### src/rtl/uart_pkg.sv
// Shared UART definitions: receiver/transmitter FSM state encoding and default bit timing.
package uart_pkg;

    // 100 MHz clock at 115200 baud
    localparam int unsigned CLKS_PER_BIT_DEFAULT = 868;

    localparam int unsigned DATA_BITS = 8;

    typedef enum logic [2:0] {
        StIdle,
        StStart,
        StData,
        StStop,
        StBreak
    } uart_state_e;

endpackage

### src/rtl/uart_rx.sv
// 8N1 UART receiver with a 2-flop input synchronizer, a valid/ready output register,
// a one-cycle framing-error pulse and a sticky overrun flag.
module uart_rx
    import uart_pkg::*;
#(
    parameter int unsigned CLKS_PER_BIT = CLKS_PER_BIT_DEFAULT
) (
    input  logic       clk,
    input  logic       reset,
    input  logic       rx,
    output logic [7:0] rx_data,
    output logic       rx_valid,
    input  logic       rx_ready,
    output logic       frame_err,
    output logic       overrun
);

    localparam int unsigned CntW = $clog2(CLKS_PER_BIT) + 1;
    localparam logic [CntW-1:0] BitEnd  = CntW'(CLKS_PER_BIT - 1);
    localparam logic [CntW-1:0] HalfEnd = CntW'(CLKS_PER_BIT / 2 - 1);

    logic                 rx_meta_q;
    logic                 rx_s_q;
    uart_state_e          state_q;
    logic [CntW-1:0]      cnt_q;
    logic [2:0]           bit_q;
    logic [DATA_BITS-1:0] shift_q;
    logic [DATA_BITS-1:0] rx_data_q;
    logic                 rx_valid_q;
    logic                 frame_err_q;
    logic                 overrun_q;

    // Synchronizer flops reset to the idle (high) line level
    always_ff @(posedge clk or posedge reset) begin
        if (reset) begin
            rx_meta_q <= 1'b1;
            rx_s_q    <= 1'b1;
        end else begin
            rx_meta_q <= rx;
            rx_s_q    <= rx_meta_q;
        end
    end

    always_ff @(posedge clk or posedge reset) begin
        if (reset) begin
            state_q     <= StIdle;
            cnt_q       <= '0;
            bit_q       <= '0;
            shift_q     <= '0;
            rx_data_q   <= '0;
            rx_valid_q  <= 1'b0;
            frame_err_q <= 1'b0;
            overrun_q   <= 1'b0;
        end else begin
            frame_err_q <= 1'b0;
            if (rx_valid_q && rx_ready) begin
                rx_valid_q <= 1'b0;
            end

            unique case (state_q)
                StIdle: begin
                    if (!rx_s_q) begin
                        state_q <= StStart;
                        cnt_q   <= '0;
                        bit_q   <= '0;
                    end
                end
                StStart: begin
                    if (cnt_q == HalfEnd) begin
                        cnt_q   <= '0;
                        state_q <= rx_s_q ? StIdle : StData;
                    end else begin
                        cnt_q <= cnt_q + CntW'(1);
                    end
                end
                StData: begin
                    if (cnt_q == BitEnd) begin
                        cnt_q   <= '0;
                        shift_q <= {rx_s_q, shift_q[DATA_BITS-1:1]};
                        bit_q   <= bit_q + 3'd1;
                        if (bit_q == 3'd7) begin
                            state_q <= StStop;
                        end
                    end else begin
                        cnt_q <= cnt_q + CntW'(1);
                    end
                end
                StStop: begin
                    if (cnt_q == BitEnd) begin
                        cnt_q <= '0;
                        if (rx_s_q) begin
                            state_q <= StIdle;
                            // A same-cycle acceptance frees the register for the new byte
                            if (!rx_valid_q || rx_ready) begin
                                rx_data_q  <= shift_q;
                                rx_valid_q <= 1'b1;
                            end else begin
                                overrun_q <= 1'b1;
                            end
                        end else begin
                            state_q     <= StBreak;
                            frame_err_q <= 1'b1;
                        end
                    end else begin
                        cnt_q <= cnt_q + CntW'(1);
                    end
                end
                StBreak: begin
                    if (rx_s_q) begin
                        state_q <= StIdle;
                    end
                end
                default: state_q <= StIdle;
            endcase
        end
    end

    assign rx_data   = rx_data_q;
    assign rx_valid  = rx_valid_q;
    assign frame_err = frame_err_q;
    assign overrun   = overrun_q;

endmodule

### config.mk
export PLATFORM = sky130hd
export DESIGN_NAME = uart_rx
export DESIGN_NICKNAME = d
export VERILOG_FILES = /design/src/rtl/uart_pkg.sv /design/src/rtl/uart_rx.sv
export SDC_FILE = /design/constraint.sdc
export NUM_CORES = 1
export LEC_CHECK = 0
export BUFFER_PORTS_ARGS = -buffer_cell sky130_fd_sc_hd__buf_2
export CORE_UTILIZATION = 45
export CTS_CLUSTER_SIZE = 16
export DETAILED_ROUTE_END_ITERATION = 10
export GPL_TIMING_DRIVEN = 0
export PLACE_DENSITY_LB_ADDON = 0.15
export RECOVER_POWER = 25
export SYNTH_ARGS = -nofsm -noshare
export SYNTH_HDL_FRONTEND = slang
export SYNTH_SLANG_ARGS = --single-unit
### constraint.sdc
create_clock -name clk -period 2 [get_ports clk]
set_input_delay 0.4 -clock clk [delete_from_list [all_inputs] [get_ports clk]]
set_output_delay 0.4 -clock clk [all_outputs]
set_load 0.02 [all_outputs]
==> metrics.txt <==
Setup crit start kind=register; initial antenna violation count=0; DR iter-0 viols=83; Setup crit end kind=register; Synth async-reset ratio=100.0%; drt wl/cell=15.73 um; global-route wire length before repair=6444 um; synth-to-layout area growth=21.72%; r2r endpoint=bit_q[1]$_DFFE_PP0P_; fin area=2313 um^2; endpoints failing setup=0; Crit-path slowest cell=or3_4; Combinational Power Share=1.6%; share of cells above drive strength 1=34.54%; H-tree depth=2; RR Startpoint=cnt_q[2]$_DFFE_PP0P_; Leakage Power=0.001058 uW; largest family of logic cells by synthesized area=simple AND/OR/NAND/NOR gates; RSZ-0062 raised after global routing=true; Slew Limit Fails=0; Synth Area in Adders=2.633%; sw frac=18.36%; Syn Inst Count=168; worst setup margin=0.05071 ns; Hold Crit Endpoint=rx_meta_q$_DFF_PP1_; CTS tree=yes; compound-cell area share of the yosys netlist=15.08%; largest net degree at the start of global routing=22; Post-synth EDFFs=0; Internal=1312 uW; I/O pin count=15; Register Area=955.9 um^2; slowest cell delay on critical path=0.42 ns; post-synthesis mux area share=11.45%; DR vias/cell=5.730; Critical Path RT=2.18 ns; Worst Path Class, Setup=register to register; Final Skew=0.005887 ns; sw power=295.1 uW; fraction of the mapped netlist area in simple logic gates=17.12%; register bit total from synthesis=38; period utilization=97.46%; core box area=4029 um^2; CTS root buffer=clkbuf_8; placed instance area=2067 um^2; vias in the first global route=1385; Clock Pin Slew Worst Setup and Hold Paths=0.08 ns; final wirelength=3839 um; First-pass DRT Iterations=4; max_slew headroom=49.64%; Final Wtd Congestion=0.8095; fin crit period=1.949 ns; Seq/Total Area, Yosys=50.16%; hold-critical path depth=1; CP top delay family=simple AND/OR/NAND/NOR gates; CTS Buf Count=5; multi-input logic area=952.2 um^2; Die ar.=4488 um^2; final hold violation count=0; Netlist cell types=43; placed insts=233; Crit Path Max Fanout=7; dpl ws=-0.2314 ns; Die Span Y=66.99 um; IO buf count=14; MaxCap Viol Count=0; Max Fclk=0.5130 GHz; Synth Flop Type=dfrtp_1; Global Route Usage Sum=19.51%; Slew @ Worst Pin=0.7546 ns; worst vdd ir=0.6444 mV; Final #Nets=201; post-synthesis xor/xnor area fraction=0%; worst hold path type=input pin to register; Hold Buf Count CTS=0; worst-path cell chain=buf_6 > or3_4 > nor4_4 > mux2_4 > a22o_1; worst skew pair latency=0.29 ns; hold_sp=rx; syn nets=176; Worst R2R Setup Slack=0.05 ns; # rows=23; drt drc=0; Starting Density=47.17%; cell count of the worst reg-to-reg path=5; synthesized area=1901 um^2; Die X=66.99 um; Hold WS=0.2064 ns; Post-DRT Antenna Nets=0; sequential cell fraction of total power=48.2%; PwrDens=694.7 nW/um^2; # clock sinks=38; DR vias=1398; Detail Placement HPWL=2607 um; power share of the clock group=50.2%; Overflow after GRT=0; status=finished clean; Fillers=335; CP Data Arrival Time=2.13 ns; worst path buffer plus inverter count=1; fin cells=244; Diodes inserted=0; mean cell area of the mapped netlist=11.31 um^2; Clock Path Buffers=2; utilization after layout=57.42%; Synth warnings=0
registers in the layout, summed over array words and instances (netlist names):
name,count
cnt_q,11
rx_meta_q,1
rx_valid,1
frame_err,1
bit_q,3
rx_s_q,1
overrun,1
state_q,3
shift_q,8
rx_data,8
cells in the final DEF (no fill, tap or decap), types with 3 or more instances in the layout:
cell type / netlist / layout
nor3_1: 7 / 6
buf_4: 0 / 6
inv_1: 5 / 5
buf_2: 3 / 15
nand3_1: 4 / 4
o21ai_0: 11 / 10
nor2_1: 7 / 7
ha_1: 4 / 3
nor2b_1: 3 / 3
mux2_2: 18 / 16
a22o_1: 3 / 3
clkbuf_8: 0 / 6
o211ai_1: 9 / 9
dfrtp_1: 36 / 34
nand2_1: 15 / 15
mux2_4: 1 / 3
what timing repair did:
item,CTS,global route
gates resized for setup,12,9
endpoints found under the hold margin,0,0
setup endpoints to repair,32,21
setup buffers,2,2
pin swaps,2,4
metrics by stage:
step | TNS (ns) | power [uW]
CTS | 0 | 1628
floorplan | 0 | 801.6
finish | 0 | 1607
global placement | -3.603 | 809.0
detailed placement | -5.891 | 817.6
global route | -0.02252 | 1658
synthesized netlist by cell type (3+ instances only):
cell type / number / area [um^2]
nor2_1: 7 / 26.28
ha_1: 4 / 50.05
dfrtp_1: 36 / 900.9
nand2_1: 15 / 56.30
inv_1: 5 / 18.77
buf_2: 3 / 15.01
nor3_1: 7 / 35.03
o21ai_0: 11 / 55.05
a22o_1: 3 / 26.28
mux2_2: 18 / 202.7
nor2b_1: 3 / 18.77
nand3_1: 4 / 20.02
o211ai_1: 9 / 67.56
clkbuf_1: 3 / 11.26
logic make-up after synthesis:
group	Yosys count
muxes	19
adders and majority gates	4
AOI/OAI and AO/OA	38
and+or+nand+nor	56
DFF	38
buffers and inverters	13
worst max-delay path by stage:
stage	cells past startpoint	slack (ns)	from	end
after detailed placement	6	-0.23	cnt_q[0]$_DFFE_PP0P_	cnt_q[6]$_DFFE_PP0P_
after global placement	6	-0.16	cnt_q[0]$_DFFE_PP0P_	rx_data[6]$_DFFE_PP0P_
after global routing	6	-0.02	cnt_q[2]$_DFFE_PP0P_	cnt_q[7]$_DFFE_PP0P_
after floorplan	5	0.03	state_q[2]$_DFFE_PP0P_	bit_q[1]$_DFFE_PP0P_
after CTS	5	0.005	state_q[0]$_DFFE_PP0P_	cnt_q[6]$_DFFE_PP0P_
final	5	0.05	cnt_q[2]$_DFFE_PP0P_	bit_q[1]$_DFFE_PP0P_
area by class of cell:
class | instances | area share, %
Clock inverter | 2 | 2.596
Inverter | 5 | 0.8112
Buffer | 7 | 2.326
Clock buffer | 6 | 3.569
Multi-Input combinational cell | 117 | 41.16
Timing Repair Buffer | 19 | 5.516
Tap cell | 50 | 2.704
Sequential cell | 38 | 41.32
power by group through the flow:
| stage | logic (uW) | clock network, uW | registers [uW] |
|---|---|---|---|
| final | 26.4 | 807 | 774 |
| after global routing | 30.6 | 853 | 774 |
| after CTS | 28.0 | 826 | 774 |
| after detailed placement | 28.3 | 0 | 789 |
| after global placement | 19.8 | 0 | 789 |
| after floorplan | 13.5 | 0 | 788 |
metal layers:
layer | part of all wire (%) | track usage [%] | up-vias
li1 | - | - | 673
met1 | 47 | 25.89 | 689
met2 | 48 | 30.68 | 31
met3 | 4.1 | 5.137 | 5
met4 | 0.91 | 6.383 | 0
met5 | 0 | 0 | -
Note: power is estimated with default switching activity, not from simulation.
